<file path="src/rtl/boot_loader_pkg.sv">
// Shared types and frame constants for the instruction-memory boot loader.
package boot_loader_pkg;

  typedef enum logic [2:0] {
    ST_IDLE,
    ST_LEN_HI,
    ST_LEN_LO,
    ST_PAYLOAD,
    ST_CHECK,
    ST_RELEASE,
    ST_RUN,
    ST_ERROR
  } state_e;

  localparam int HDR_BYTES             = 2;
  localparam int BYTES_PER_WORD        = 4;
  localparam int LEN_WIDTH             = 8 * HDR_BYTES;
  localparam int DEFAULT_RELEASE_DELAY = 8;

endpackage

</file>
<file path="src/rtl/boot_word_assembler.sv">
// Packs big-endian payload bytes into imem words; owns the registered write data.
module boot_word_assembler
  import boot_loader_pkg::*;
(
  input  logic                          clock,
  input  logic                          reset,
  input  logic                          clear,
  input  logic                          byte_valid,
  input  logic [7:0]                    byte_in,
  output logic                          word_done,
  output logic [8*BYTES_PER_WORD-1:0]   word_data
);

  localparam int IDX_W   = $clog2(BYTES_PER_WORD);
  localparam int SHIFT_W = 8 * (BYTES_PER_WORD - 1);

  logic [IDX_W-1:0]            idx_q,   idx_d;
  logic [SHIFT_W-1:0]          shift_q, shift_d;
  logic [8*BYTES_PER_WORD-1:0] data_q,  data_d;

  // NOTE: every variable gets a default at the top of always_comb so no path leaves it unassigned (no latch).
  always_comb begin
    idx_d     = idx_q;
    shift_d   = shift_q;
    data_d    = data_q;
    word_done = byte_valid && (idx_q == IDX_W'(BYTES_PER_WORD - 1));
    if (clear) begin
      idx_d = '0;
    end else if (byte_valid) begin
      shift_d = {shift_q[SHIFT_W-9:0], byte_in};
      idx_d   = idx_q + 1'b1;
      if (word_done) data_d = {shift_q, byte_in};
    end
  end

  // NOTE: sequential state uses non-blocking assignments so every flop samples pre-edge values.
  always_ff @(posedge clock or negedge reset) begin
    if (!reset) begin
      idx_q   <= '0;
      shift_q <= '0;
      data_q  <= '0;
    end else begin
      idx_q   <= idx_d;
      shift_q <= shift_d;
      data_q  <= data_d;
    end
  end

  assign word_data = data_q;

endmodule

</file>
<file path="src/rtl/imem_boot_loader.sv">
// Loads a length-prefixed, XOR-checksummed program image into imem and holds
// the processor in reset until the image is written and verified.
module imem_boot_loader
  import boot_loader_pkg::*;
#(
  parameter int ADDR_WIDTH    = 12,
  parameter int DATA_WIDTH    = 32,
  parameter int RELEASE_DELAY = DEFAULT_RELEASE_DELAY
) (
  input  logic                  clock,
  input  logic                  reset,
  input  logic                  start,
  input  logic                  rx_valid,
  input  logic [7:0]            rx_byte,
  output logic                  rx_ready,
  output logic                  imem_wren,
  output logic [ADDR_WIDTH-1:0] imem_address,
  output logic [DATA_WIDTH-1:0] imem_data,
  output logic                  cpu_reset,
  output logic                  busy,
  output logic                  done,
  output logic                  error
);

  localparam int          CNT_W     = $clog2(RELEASE_DELAY + 1);
  localparam int unsigned MAX_WORDS = 1 << ADDR_WIDTH;

  state_e                 state_q, state_d;
  logic [7:0]             acc_q, acc_d;
  logic [7:0]             len_hi_q, len_hi_d;
  logic [LEN_WIDTH-1:0]   words_left_q, words_left_d;
  logic [ADDR_WIDTH-1:0]  addr_q, addr_d;
  logic [ADDR_WIDTH-1:0]  wr_addr_q, wr_addr_d;
  logic                   wren_q, wren_d;
  logic [CNT_W-1:0]       rel_cnt_q, rel_cnt_d;

  logic                   byte_accept;
  logic                   restart;
  logic                   word_done;
  logic [LEN_WIDTH-1:0]   len_n;

  assign byte_accept = rx_valid && rx_ready;
  assign restart     = start && (state_q inside {ST_IDLE, ST_RUN, ST_ERROR});
  assign len_n       = {len_hi_q, rx_byte};

  boot_word_assembler u_asm (
    .clock      (clock),
    .reset      (reset),
    .clear      (restart),
    .byte_valid (byte_accept && (state_q == ST_PAYLOAD)),
    .byte_in    (rx_byte),
    .word_done  (word_done),
    .word_data  (imem_data)
  );

  always_ff @(posedge clock or negedge reset) begin
    if (!reset) state_q <= ST_IDLE;
    else        state_q <= state_d;
  end

  always_comb begin
    state_d = state_q;
    unique case (state_q)
      ST_IDLE, ST_RUN, ST_ERROR: if (start) state_d = ST_LEN_HI;
      ST_LEN_HI:  if (byte_accept) state_d = ST_LEN_LO;
      ST_LEN_LO: begin
        if (byte_accept) begin
          if (32'(len_n) > MAX_WORDS) state_d = ST_ERROR;
          else if (len_n == '0)       state_d = ST_CHECK;
          else                        state_d = ST_PAYLOAD;
        end
      end
      ST_PAYLOAD: if (word_done && words_left_q == LEN_WIDTH'(1)) state_d = ST_CHECK;
      ST_CHECK:   if (byte_accept) state_d = (rx_byte == acc_q) ? ST_RELEASE : ST_ERROR;
      ST_RELEASE: if (rel_cnt_q == CNT_W'(RELEASE_DELAY)) state_d = ST_RUN;
      default:    state_d = ST_IDLE;
    endcase
  end

  // Moore outputs decoded from the state register, so they change only on clock edges.
  always_comb begin
    rx_ready  = state_q inside {ST_LEN_HI, ST_LEN_LO, ST_PAYLOAD, ST_CHECK};
    busy      = state_q inside {ST_LEN_HI, ST_LEN_LO, ST_PAYLOAD, ST_CHECK, ST_RELEASE};
    done      = (state_q == ST_RUN);
    error     = (state_q == ST_ERROR);
    cpu_reset = (state_q != ST_RUN);
  end

  always_comb begin
    acc_d        = acc_q;
    len_hi_d     = len_hi_q;
    words_left_d = words_left_q;
    addr_d       = addr_q;
    wr_addr_d    = wr_addr_q;
    wren_d       = word_done;
    rel_cnt_d    = (state_q == ST_RELEASE) ? rel_cnt_q + 1'b1 : '0;

    if (restart) begin
      acc_d  = '0;
      addr_d = '0;
    end else if (byte_accept && state_q != ST_CHECK) begin
      acc_d = acc_q ^ rx_byte;
    end

    if (byte_accept && state_q == ST_LEN_HI) len_hi_d     = rx_byte;
    if (byte_accept && state_q == ST_LEN_LO) words_left_d = len_n;

    // Latch the write address so it stays on the port while the counter moves on.
    if (word_done) begin
      words_left_d = words_left_q - 1'b1;
      wr_addr_d    = addr_q;
      addr_d       = addr_q + 1'b1;
    end
  end

  always_ff @(posedge clock or negedge reset) begin
    if (!reset) begin
      acc_q        <= '0;
      len_hi_q     <= '0;
      words_left_q <= '0;
      addr_q       <= '0;
      wr_addr_q    <= '0;
      wren_q       <= 1'b0;
      rel_cnt_q    <= '0;
    end else begin
      acc_q        <= acc_d;
      len_hi_q     <= len_hi_d;
      words_left_q <= words_left_d;
      addr_q       <= addr_d;
      wr_addr_q    <= wr_addr_d;
      wren_q       <= wren_d;
      rel_cnt_q    <= rel_cnt_d;
    end
  end

  assign imem_wren    = wren_q;
  assign imem_address = wr_addr_q;

endmodule

</file>
<file path="config.mk">
export PLATFORM = sky130hd
export DESIGN_NAME = imem_boot_loader
export DESIGN_NICKNAME = d
export VERILOG_FILES = /design/src/rtl/boot_loader_pkg.sv /design/src/rtl/boot_word_assembler.sv /design/src/rtl/imem_boot_loader.sv
export SDC_FILE = /design/constraint.sdc
export NUM_CORES = 1
export LEC_CHECK = 0
export ABC_AREA = 0
export BUFFER_PORTS_ARGS = -buffer_cell sky130_fd_sc_hd__buf_2
export CAP_MARGIN = 10
export CORE_ASPECT_RATIO = 2
export CORE_MARGIN = 2
export CORE_UTILIZATION = 59
export DETAILED_ROUTE_END_ITERATION = 6
export PLACE_DENSITY = 0.85
export SETUP_SLACK_MARGIN = 0.1
export SLEW_MARGIN = 25
export SYNTH_ARGS = -nofsm -noshare
export SYNTH_HDL_FRONTEND = slang
export SYNTH_HIERARCHICAL = 1
export SYNTH_SLANG_ARGS = --single-unit
</file>
<file path="constraint.sdc">
create_clock -name clock -period 2.6 [get_ports clock]
set_input_delay 0.52 -clock clock [delete_from_list [all_inputs] [get_ports clock]]
set_output_delay 0.52 -clock clock [all_outputs]
set_load 0.01 [all_outputs]
</file>
==> key figures, run 1 <==
STA
  • Fin crit share: 86.84%
  • Slew at the pin closest to its max-slew limit: 662.2 ps
  • RSZ-0062 raised after global routing: false
  • Final Hold Vio Count: 0
  • Setup violations, final: 0
  • Slew headroom: 55.85%
  • Peak Freq: 442.9 MHz
  • Max Clock Skew: 10.07 ps
  • Final Max Tran Viols: 0
  • Fin crit period: 2258 ps
  • Fin Setup TNS: 0 ps

Finish
  • Layout cells sized above 1: 32.56%
  • Footprint of the multi-input gates: 2474 sq um
  • FILL cells: 615
  • Area growth syn-to-layout: 17.00%
  • Antenna fix cells: 0
  • Nets: 564
  • Seq. cell area: 3053 sq um
  • Non-Filler Instances: 663

Die
  • Chip width: 73.54 um
  • I/O Pins: 62
  • Full die area: 10,520 sq um
  • Die H: 143.1 um
  • Row cnt: 50
  • Core region area: 9384 sq um
  • Initial Util: 60.80%

Synth
  • Ys flop type: dfrtp_1
  • Post-synthesis mux area share: 17.72%
  • Xor/xnor share of the synthesized area: 5.526%
  • Compound-Gate Fraction of Synth Area: 5.768%
  • Synth warn: 6
  • Synth Area per Inst: 12.01 sq um
  • Area contributors post-synth: dfrtp_1 (54%), mux2_2 (9.5%), mux2_4 (5.3%)
  • Post-synth top area cell: dfrtp_1
  • Synth Area in Simple Gates: 13.03%
  • Synth async-reset ratio: 100.0%
  • Synth Instances: 475
  • Synthesized area: 5705 sq um
  • Synthesized flop and latch total: 122
  • EDFF count, synth: 0
  • Count of cell types in the netlist: 53
  • Register area share after synthesis: 53.51%
  • Yosys top cell area share: 53.51%
  • Post-synthesis adder-cell area fraction: 1.316%
  • Largest family of logic cells by synthesized area: multiplexers
  • Syn nets: 493

Critical path
  • Startpoint types: flip-flop
  • Crit-path max FO: 32
  • Crit path DAT: 2550 ps
  • Worst setup EP type: flip-flop
  • CP required: 2890 ps
  • Crit Path Category: reg -> reg

Power
  • Combinational power share: 29.0%
  • Max VDD drop: 0.0006984 V
  • Clock Power Share: 28.9%
  • P_sw: 2558 uW
  • Sequential power share: 42.1%
  • Leak: 0.003221 uW
  • Switching share of power: 33.24%
  • Internal power: 5138 uW
  • PwrDens: 1153 nW/um^2

Place
  • Number of port buffers: 61
  • Post-Place Cells: 631
  • HPWL Detailed: 8.264 mm
  • Routability Congestion: 0.8918

Clock network
  • CTS Buffer Depth: 2
  • Post-CTS Resized: 0
  • CTS Hold Bufs: 0
  • H-tree levels: 4
  • CTS clock-pin slew for the worst setup and hold paths: 60 ps
  • Num CTS Buffers: 17
  • Post-CTS setup buffers: 0
  • Clock root cell: clkbuf_16
  • Clk_lat worst skew: 410 ps
  • CTS tree: done
  • Num Clock Sinks: 122

Global routing
  • Largest net degree at the start of global routing: 55
  • GRT Resource Usage Total: 25.56%
  • First-pass GRT wire length: 20.32 mm
  • Vias in the first global route: 4,236
  • Gr ovfl total: 0
  • Antenna violations before repair: 0

Job
  • Max capacitance violation total: 0

Detailed routing
  • Antenna Nets Post-Route: 0
  • First DRT Iteration DRCs: 285
  • Via count: 3,976
  • DRC: 0
  • DR vias/cell: 5.997
  • DRT Wirelength: 12.14 mm
  • Pre-Repair DR Iteration Count: 4
  • WL per Instance: 18.32 um

Outcome
  • Outcome: finished clean

Min path
  • Worst hold path class: in -> async
## worst paths after layout
check	from	slack, ps	cells past startpoint	end
worst max-delay path	state_q[2]	340	7	u_asm/word_data[7]
worst min-delay path	reset	140	1	u_asm/shift_q[2]
worst max register to register	state_q[2]	340	7	u_asm/word_data[7]
worst min register to register	u_asm/word_data[24]	500	1	u_asm/word_data[24]
max in group asynchronous	reset	1720	2	u_asm/word_data[23]
min in group clock	start	450	3	state_q[2]
## kinds of logic (layout without fill, tap and decap cells)
family | after synthesis | after routing
compound gates | 52 | 52
xor+xnor | 36 | 36
mux | 84 | 84
fa+ha+maj | 6 | 6
buf+inv | 30 | 114
flops | 122 | 122
simple gates | 145 | 145
## flip-flops by register name, summed over array words and instances, names as in the netlist
signal,cells
u_asm/word_data,32
u_asm/idx_q,2
addr_q,12
imem_wren,1
imem_address,12
acc_q,8
len_hi_q,8
words_left_q,16
rel_cnt_q,4
u_asm/shift_q,24
state_q,3
## layout by cell type (no fill, tap or decap), drive strengths merged, types with 2 or more instances in the layout
| master | n |
|---|---|
| or3 | 3 |
| nor4b | 2 |
| nand3b | 2 |
| a211oi | 9 |
| nand2b | 4 |
| nor4 | 7 |
| buf | 72 |
| clkinvlp | 3 |
| dfrtp | 122 |
| nor2 | 41 |
| mux2 | 76 |
| nand2 | 45 |
| o22ai | 2 |
| nand4 | 5 |
| ha | 6 |
| xor2 | 19 |
| clkbuf | 21 |
| nor2b | 5 |
| o21ai | 12 |
| mux2i | 8 |
| and3 | 7 |
| nor3 | 6 |
| clkinv | 6 |
| inv | 11 |
| xnor2 | 17 |
| nand3 | 11 |
| o22a | 2 |
| nor3b | 2 |
| o211ai | 3 |
| a21oi | 16 |
## critical path: stages (launching register included)
cell and delay, ps:
dfrtp_1 510, buf_4 230, a21oi_1 90, nand2b_1 190, inv_2 180, nand3b_2 160
buf_4 360, mux2_2 400
## per-layer routing
| metal | global-route usage [%] | share of wire (%) | wire length, um |
|---|---|---|---|
| met5 | 0 | 0 | 0 |
| met4 | 11.39 | 3.3 | 406 |
| met3 | 6.493 | 4.6 | 559 |
| met2 | 46.57 | 56 | 6826 |
| met1 | 26.47 | 36 | 4352 |
## cell type report
| cell class | count | share of cell area (%) |
|---|---|---|
| Clock buffer | 21 | 7.048 |
| Clock inverter | 11 | 1.425 |
| Inverter | 10 | 0.5623 |
| Multi-Input combinational cell | 323 | 37.06 |
| Sequential cell | 122 | 45.74 |
| Tap cell | 104 | 1.949 |
| Timing Repair Buffer | 72 | 6.223 |
## metrics by stage
step	worst slack [ps]	util, %	hold slack (ps)	cell area [sq um]	power (uW)
5_1_grt	161.8	71.13	186.5	6675	8138
3_5_place_dp	396.7	65.11	487.5	6110	5453
6_report	342.1	71.13	137.5	6675	7696
2_1_floorplan	194.0	-	224.4	5705	4725
4_1_cts	359.7	71.13	160.0	6675	7728
3_3_place_gp	479.8	65.11	481.2	6110	5283
## synth_stat cells (all sizes together) (10+ instances only)
master  number
a21oi       16
nand2       45
inv         10
xor2        19
nand3       11
o21ai       12
mux2        76
nor2        41
xnor2       17
dfrtp      122
buf         11
## power groups by stage
stage	clock network (uW)	registers, uW	logic (uW)
floorplan	0	3150	1580
global placement	0	3170	2110
detailed placement	0	3240	2220
CTS	2250	3230	2250
global route	2340	3320	2480
finish	2220	3240	2240
No activity file was read; power rests on OpenSTA's default activity.
==> run 2: changes to the inputs <==
MAX_ROUTING_LAYER = met4   (was default)
==> key figures, run 2 (same netlist as run 1, synthesis figures left out) <==
Detailed routing
  • First DRT Iteration DRCs: 167 (was 285)
  • DR vias/cell: 5.979 (was 5.997)
  • WL per Instance: 19.00 um (was 18.32 um)
  • DRC: 0 (unchanged)
  • Via count: 3,964 (was 3,976)
  • Antenna Nets Post-Route: 0 (unchanged)
  • Pre-Repair DR Iteration Count: 4 (unchanged)
  • DRT Wirelength: 12.60 mm (was 12.14 mm)

Clock network
  • CTS Buffer Depth: 2 (unchanged)
  • CTS tree: done (unchanged)
  • Num CTS Buffers: 17 (unchanged)
  • Post-CTS Resized: 0 (unchanged)
  • H-tree levels: 4 (unchanged)
  • Clock root cell: clkbuf_16 (unchanged)
  • Clk_lat worst skew: 420 ps (was 410 ps)
  • CTS clock-pin slew for the worst setup and hold paths: 60 ps (about the same)
  • CTS Hold Bufs: 0 (unchanged)
  • Post-CTS setup buffers: 0 (unchanged)
  • Num Clock Sinks: 122 (unchanged)

Critical path
  • Crit-path cells: buf_4 > a21oi_1 > nand2b_1 > inv_2 > nand3b_2 > buf_4 > mux2_2 (unchanged)
  • Crit-path max FO: 32 (unchanged)
  • Largest stage delay, worst path: 500 ps (was 510 ps)
  • Crit path DAT: 2550 ps (about the same)
  • CP dominant cell by count: buf_4 (unchanged)
  • Startpoint types: flip-flop (unchanged)
  • Crit Path Category: reg -> reg (unchanged)
  • CP required: 2900 ps (was 2890 ps)
  • CP max-delay cell: dfrtp_1 (unchanged)
  • Worst setup EP type: flip-flop (unchanged)

Global routing
  • Vias in the first global route: 4,141 (was 4,236)
  • First-pass GRT wire length: 20.60 mm (was 20.32 mm)
  • Largest net degree at the start of global routing: 46 (was 55)
  • Antenna violations before repair: 0 (unchanged)
  • Gr ovfl total: 0 (unchanged)
  • GRT Resource Usage Total: 27.14% (was 25.56%)

Place
  • Number of port buffers: 61 (unchanged)
  • Post-Place Cells: 631 (unchanged)
  • Routability Congestion: 0.9279 (was 0.8918)
  • HPWL Detailed: 8.215 mm (was 8.264 mm)

Die
  • Core region area: 9384 sq um (unchanged)
  • Full die area: 10,520 sq um (unchanged)
  • Die H: 143.1 um (unchanged)
  • Chip width: 73.54 um (unchanged)
  • Initial Util: 60.80% (unchanged)
  • Row cnt: 50 (unchanged)
  • I/O Pins: 62 (unchanged)

STA
  • Peak Freq: 443.9 MHz (was 442.9 MHz)
  • Setup violations, final: 0 (unchanged)
  • Slew at the pin closest to its max-slew limit: 636.2 ps (was 662.2 ps)
  • RSZ-0062 raised after global routing: false (unchanged)
  • Fin crit share: 86.64% (was 86.84%)
  • Fin crit period: 2253 ps (was 2258 ps)
  • Max Clock Skew: 9.297 ps (was 10.07 ps)
  • Final Max Tran Viols: 0 (unchanged)
  • Slew headroom: 57.59% (was 55.85%)
  • Fin Setup TNS: 0 ps (unchanged)
  • Final Hold Vio Count: 0 (unchanged)

Finish
  • Largest register FFs: 32 (unchanged)
  • Nets: 564 (unchanged)
  • Seq. cell area: 3053 sq um (unchanged)
  • Area growth syn-to-layout: 17.52% (was 17.00%)
  • Footprint of the multi-input gates: 2474 sq um (unchanged)
  • Antenna fix cells: 0 (unchanged)
  • Layout cells sized above 1: 32.74% (was 32.56%)
  • Non-Filler Instances: 663 (unchanged)
  • Most frequent cells in the layout: dfrtp_1 (122), buf_2 (60), mux2_2 (48), nand2_1 (45), nor2_1 (40) (unchanged)
  • Commonest non-fill, non-tap cell in the layout: dfrtp_1 (unchanged)
  • FILL cells: 585 (was 615)

Power
  • Design Power: 7830 uW (was 7696 uW)
  • Leak: 0.003239 uW (was 0.003221 uW)
  • Max VDD drop: 0.0006960 V (was 0.0006984 V)
  • PwrDens: 1168 nW/um^2 (was 1153 nW/um^2)

Min path
  • Worst hold path class: in -> async (unchanged)

Outcome
  • Outcome: finished clean (unchanged)

Job
  • Max capacitance violation total: 0 (unchanged)
==> run 2: cell type report <==
cell class	instances	share of cell area, %
multi-input cells	323	36.89
clock buffers	19	6.755
inverters	10	0.5598
clock inverters	13	2.127
well taps	104	1.941
repair buffers	72	6.195
flip-flops and latches	122	45.53
==> run 2: worst paths after layout <==
check / from / slack [ps] / to / depth (start not counted)
worst min-delay path: reset / 120 / u_asm/word_data[25] / 1
worst max register to register: state_q[2] / 350 / u_asm/word_data[4] / 7
min in group clock: start / 440 / state_q[2] / 3
max in group asynchronous: reset / 1800 / u_asm/shift_q[7] / 2
worst max-delay path: state_q[2] / 350 / u_asm/word_data[4] / 7
worst min register to register: u_asm/word_data[18] / 500 / u_asm/word_data[18] / 1
==> run 2: metrics by stage <==
stage | hold slack, ps | setup WS (ps) | utilization (%) | area [sq um]
floorplan | 224.4 | 194.0 | - | 5705
global placement | 479.1 | 422.7 | 65.11 | 6110
detailed placement | 487.1 | 402.9 | 65.11 | 6110
CTS | 132.4 | 349.4 | 71.45 | 6705
global route | 159.8 | 232.9 | 71.45 | 6705
finish | 116.3 | 347.4 | 71.45 | 6705
==> run 2: power breakdown <==
part	switching (uW)	leakage, uW	internal [uW]	total (uW)
combinational	1090	0.00137	1170	2260
sequential	635	0.00158	2590	3220
clock	881	0.000290	1470	2350
total	2610	0.00324	5220	7830
==> run 2: routing by layer <==
| metal | up-vias | track usage [%] | routed length (um) |
|---|---|---|---|
| met5 | - | - | 0 |
| met4 | 0 | 15.89 | 666 |
| met3 | 52 | 6.210 | 469 |
| met2 | 142 | 46.24 | 6942 |
| met1 | 1967 | 27.50 | 4516 |
| li1 | 1803 | - | - |
==> run 2: critical path, delay by kind of cell, from the launching register on <==
family / cells / cell delay (ps)
multiplexers: 1 / 400
AND/OR/NAND/NOR: 2 / 350
AO/OA/AOI/OAI: 1 / 90
flip-flops: 1 / 500
buffers and inverters: 3 / 780
